### src/rtl/binary_erode.sv
// binary_erode: thresholds a 12-bit pixel onto the half-resolution binary grid,
// keeps three binary lines and outputs the 3x3 AND (erosion) of the window
// two clocks after the hcount/vcount sample.
// Build option: BINARY_ERODE_PAD_ONE_EN makes out-of-image taps read as 1, so a
// solid image stays solid up to its borders. When it is not defined, those taps
// read as 0 and the output always has a one-pixel border of zeros.
module binary_erode #(
    parameter int H_ADDR_TIME = 800,
    parameter int V_ADDR_TIME = 600,
    parameter int WIDTH       = H_ADDR_TIME >> 1,
    parameter int HEIGHT      = V_ADDR_TIME >> 1
) (
    input  logic        clk,
    input  logic        rst,
    input  logic [10:0] hcount,
    input  logic [10:0] vcount,
    input  logic [11:0] pixel_in,
    input  logic [11:0] threshold,
    output logic        erode_value,
    output logic        erode_valid
);

`ifdef BINARY_ERODE_PAD_ONE_EN
    localparam logic PAD = 1'b1;
`else
    localparam logic PAD = 1'b0;
`endif

    localparam int AW = (WIDTH > 1) ? $clog2(WIDTH) : 1;

    logic [WIDTH-1:0] line_buf_0;
    logic [WIDTH-1:0] line_buf_1;
    logic [WIDTH-1:0] line_buf_2;

    logic [10:0] x;
    logic [10:0] y;
    logic        b;
    logic        wr_en;
    logic        shift_en;

    logic        a0_d, a1_d, a2_d, cv_d;
    logic        a0_q, a1_q, a2_q, cv_q;

    assign x = {1'b0, hcount[10:1]};
    assign y = {1'b0, vcount[10:1]};
    assign b = (pixel_in >= threshold);

    // Writes happen on the even scan pixel of each even scan line inside the image;
    // the shift happens at the start of each even line.
    assign wr_en    = rst && !vcount[0] && !hcount[0] && (x < 11'(WIDTH))
                      && (vcount < 11'(V_ADDR_TIME));
    assign shift_en = rst && !vcount[0] && (hcount == 11'd0);

    // Reads one tap of a row. A column index that underflowed wraps to a large
    // value, so the single range compare also covers x<2 without touching memory.
    function automatic logic tap(input logic [WIDTH-1:0] row, input logic row_ok,
                                 input logic [10:0] col);
        logic [AW-1:0] idx;
        idx = col[AW-1:0];
        if (row_ok && (col < 11'(WIDTH)))
            return row[idx];
        else
            return PAD;
    endfunction

    // Line buffers: shift whole lines in one clock, write the new binary pixel.
    // On a coinciding shift and write, the shift copies the old line_buf_2.
    always_ff @(posedge clk) begin
        if (shift_en) begin
            line_buf_0 <= line_buf_1;
            line_buf_1 <= line_buf_2;
        end
        if (wr_en)
            line_buf_2[x[AW-1:0]] <= b;
    end

    // Row ANDs over columns x-2..x, with row validity derived from y-2..y.
    always_comb begin
        logic r0_ok, r1_ok, r2_ok;
        r0_ok = ((y - 11'd2) < 11'(HEIGHT));
        r1_ok = ((y - 11'd1) < 11'(HEIGHT));
        r2_ok = (y < 11'(HEIGHT));
        a0_d  = tap(line_buf_0, r0_ok, x - 11'd2) & tap(line_buf_0, r0_ok, x - 11'd1)
                & tap(line_buf_0, r0_ok, x);
        a1_d  = tap(line_buf_1, r1_ok, x - 11'd2) & tap(line_buf_1, r1_ok, x - 11'd1)
                & tap(line_buf_1, r1_ok, x);
        a2_d  = tap(line_buf_2, r2_ok, x - 11'd2) & tap(line_buf_2, r2_ok, x - 11'd1)
                & tap(line_buf_2, r2_ok, x);
        cv_d  = (x >= 11'd1) && (x <= 11'(WIDTH)) && (y >= 11'd1) && (y <= 11'(HEIGHT));
    end

    // Stage 1: register the three row ANDs and the window-centre validity.
    always_ff @(posedge clk) begin
        if (!rst) begin
            a0_q <= 1'b0;
            a1_q <= 1'b0;
            a2_q <= 1'b0;
            cv_q <= 1'b0;
        end else begin
            a0_q <= a0_d;
            a1_q <= a1_d;
            a2_q <= a2_d;
            cv_q <= cv_d;
        end
    end

    // Stage 2: combine rows; an invalid centre always yields 0.
    always_ff @(posedge clk) begin
        if (!rst) begin
            erode_value <= 1'b0;
            erode_valid <= 1'b0;
        end else begin
            erode_value <= cv_q & a0_q & a1_q & a2_q;
            erode_valid <= cv_q;
        end
    end

endmodule

### config.mk
export PLATFORM = sky130hd
export DESIGN_NAME = binary_erode
export DESIGN_NICKNAME = d
export VERILOG_FILES = /design/src/rtl/binary_erode.sv
export SDC_FILE = /design/constraint.sdc
export NUM_CORES = 2
export LEC_CHECK = 0
export ABC_CLOCK_PERIOD_IN_PS = 59300
export BUFFER_PORTS_ARGS = -buffer_cell sky130_fd_sc_hd__buf_4
export CAP_MARGIN = 25
export CELL_PAD_IN_SITES_DETAIL_PLACEMENT = 0
export CELL_PAD_IN_SITES_GLOBAL_PLACEMENT = 1
export CORE_ASPECT_RATIO = 2
export CORE_MARGIN = 1.5
export CORE_UTILIZATION = 45
export CTS_BUF_LIST = sky130_fd_sc_hd__clkbuf_8
export CTS_CLUSTER_SIZE = 40
export DETAILED_ROUTE_END_ITERATION = 6
export PLACE_DENSITY_LB_ADDON = 0.1
export SYNTH_ARGS = -nofsm -noshare
export SYNTH_HDL_FRONTEND = slang
export SYNTH_SLANG_ARGS = --single-unit
export TNS_END_PERCENT = 100
### constraint.sdc
create_clock -name clk -period 59.3 [get_ports clk]
set_input_delay 2.965 -clock clk [delete_from_list [all_inputs] [get_ports clk]]
set_output_delay 2.965 -clock clk [all_outputs]
set_load 0.02 [all_outputs]
==> metrics.md <==
| Metric | Value |
|---|---|
| Sequential fraction of the synthesis area | 52.5% |
| Share of synthesized registers carrying an async set or reset | 0% |
| H-tree depth | 4 |
| Crit path time final | 8.95 ns |
| Cell Area, Synth | 68900 sq um |
| Synth Net Count | 4049 |
| Post-synth top area share | 52.3% |
| Detailed-router iteration count before antenna repair | 7 |
| Clk root buf | clkbuf_8 |
| Initial Util | 45.4% |
| Syn_area_per_cell | 17.3 sq um |
| DP Worst Slack | 49.31 ns |
| Maximum root-to-sink buffer count | 4 |
| Post-placement cell count | 5689 |
| Crit path DAT | 9.74 ns |
| VDD IR max | 0.0160 mV |
| Initial drt markers | 5103 |
| Post-synth cell types | 94 |
| Die W | 280 um |
| Leakage | 22.2 nW |
| Initial antenna violation count | 9 |
| Hpwl dp | 156 mm |
| Post-CTS Setup Bufs | 0 |
| Period utilization | 15.1% |
| Slowest cell on crit path | buf_4 |
| EDFF count, synth | 1200 |
| Largest stage delay, worst path | 0.84 ns |
| # IOs | 50 |
| RSZ-0062 raised after global routing | false |
| Endpoints failing hold | 0 |
| # clock sinks | 1206 |
| Total power | 1.90 mW |
| Area leader, netlist | edfxtp_1 |
| Layout area overhead | 7.90% |
| Final setup viols | 0 |
| Fill count | 12600 |
| Dominant synthesized flop cell | edfxtp_1 |
| Worst path required time | 60.08 ns |
| CP Launch Type | primary input |
| CTS tree | built |
| Mux cell area share after synthesis | 34.5% |
| HP Class | reg2reg |
| Final Max Slew Viols | 0 |
| Drt wl/cell | 39.8 um |
| Largest family of logic cells by synthesized area | multiplexers |
| DR vias | 42750 |
| Status | complete, but fails checks |
| Largest net degree at the start of global routing | 278 |
| Vias per cell | 7.10 |
| Worst setup EP type | flip-flop |
| Flops & latches, synth | 1206 |
| Layout cell share with drive strength beyond 1 | 35.7% |
| Height of the chip | 556 um |
| Clock Latency Late Sink | 0.91 ns |
| Die ar. | 156000 sq um |
| Ys Warns | 0 |
| Nets | 4014 |
| Setup TNS after final layout | 0 ns |
| Max_slew headroom | 18.2% |
| Compound-Gate Fraction of Synth Area | 3.18% |
| Cells after synthesis | 3980 |
| Clock skew | 0.0334 ns |
| Core ar. | 152000 sq um |
| Cts repair resizes | 0 |
| Finished Layout Cells | 6023 |
| Synth top area cells | edfxtp_1 52%, mux4_2 32%, nor2_1 2.6%, nand2_1 1.3%, mux2i_1 1.2% |
| Post-Route WL | 240 mm |
| Crit-path cells | buf_8, inv_2, ha_4, buf_4, buf_4, buf_4, mux4_2, mux4_2, mux4_2, a211oi_1, nor2_1, o2111a_1 |
| Post-synth top cells | 1200 x edfxtp_1, 972 x mux4_2, 471 x nor2_1 |
| First-pass GRT wire length | 334 mm |
| Row cnt | 202 |
| Final GP Congestion | 0.919 |
| Fmax | 0.112 GHz |
| Synth Area in Adders | 0.382% |
| IO buf count | 49 |
| Measured slew at the worst slew-check pin | 1.23 ns |
| Simple-Gate Fraction of Synth Area | 5.70% |
| Clock slew at reported path FFs | 0.07 ns |
| PwrDens | 25.6 nW/um^2 |
| Num CTS Buffers | 181 |
| Failing checks | design-rule violations |
| Area occupied by multi-input gates | 30600 sq um |
| Routed Antenna Nets | 0 |
| Worst Path Max Fanout | 97 |
| Count leader, synth | edfxtp_1 |
| Final worst slack | 50.35 ns |
| Xor/xnor share of the synthesized area | 0.214% |
| Hold-fix buffers, CTS | 0 |
| Max-cap check violation count | 0 |
| DRC | 2 |
| Grt total ovfl | 0 |
| Vias in the first global route | 44568 |
| Total global routing track utilization | 31.1% |
| Crit Path Class | in2reg |
| Reg area | 36200 sq um |
final timing paths:
check                  startpoint         endpoint  slack (ns)  depth (start not counted)
setup reg to reg  line_buf_1[214]             a1_q       55.39                          9
hold reg to reg   line_buf_2[384]  line_buf_1[384]        0.47                          0
setup / recovery        hcount[2]             a0_q       50.35                         12
hold / removal    line_buf_2[384]  line_buf_1[384]        0.47                          0
cell usage in the layout (no fill, tap or decap), drive strengths merged, types with 6 or more instances in the layout:
master,count
a22o,8
mux2,24
a31oi,19
edfxtp,1200
a221oi,10
nand4,21
and3,15
buf,160
o22ai,13
mux2i,84
and2,13
dfxtp,6
nand3,83
a21oi,58
diode,7
nor2,471
a2111oi,8
nand2,243
ha,21
xnor2,10
nor3,22
a211oi,12
a21o,9
inv,60
mux4,1001
o21ai,28
a32oi,13
o211ai,11
clkinv,80
o2111ai,8
o311ai,6
nand2b,7
a22oi,48
bufinv,15
a311oi,9
clkbuf,186
nor2b,12
layout make-up:
cell class | instances | area share, %
antenna | 7 | 0.0236
clock buffer | 183 | 3.39
clock inverter | 133 | 1.29
inverter | 25 | 0.128
multi-input combinational | 2368 | 41.2
sequential | 1206 | 48.7
tap | 1938 | 3.26
timing repair buffer | 163 | 2.06
routing by layer:
layer,vias to the layer above,routed length (um),track usage [%]
met3,729,16900,5.08
met2,2410,125000,54.4
met5,-,23,0
met1,22794,75900,33.4
li1,16813,-,-
met4,4,22000,23.9
where the power goes:
group          total (mW)  internal (mW)  switching (mW)  leakage, nW
clock               0.691          0.354           0.337         1.91
combinational       0.279          0.111           0.168         10.1
sequential          0.934          0.934       0.0000288         10.2
total                1.90           1.40           0.506         22.2
state kept, by name, indices dropped and copies added, names as in the netlist:
signal and cells:
erode_value 1, a1_q 1, erode_valid 1, line_buf_1 400, line_buf_0 400, a0_q 1, cv_q 1, line_buf_2 400
a2_q 1
cells by family after synthesis:
family          after synthesis
flops                      1206
mux                        1109
simple gates                921
buf+inv                     406
compound gates              304
fa+ha+maj                    21
xor+xnor                     13
critical path: cells and delay by family:
kind / cells / cell delay [ns]
AO/OA/AOI/OAI: 2 / 0.64
buffers and inverters: 5 / 3.33
adder cells (fa/ha/maj): 1 / 0.72
multiplexers: 3 / 1.65
AND/OR/NAND/NOR: 1 / 0.13
stage by stage:
| step | utilization, % | cell area [sq um] | hold WS [ns] |
|---|---|---|---|
| 2_1_floorplan | - | 68900 | 0.427 |
| 3_3_place_gp | 46.5 | 70500 | 0.454 |
| 3_5_place_dp | 46.5 | 70500 | 0.459 |
| 4_1_cts | 48.8 | 74000 | 0.453 |
| 5_1_grt | 49.0 | 74300 | 0.469 |
| 6_report | 49.0 | 74300 | 0.467 |
Power figures use the tool's default switching activity.
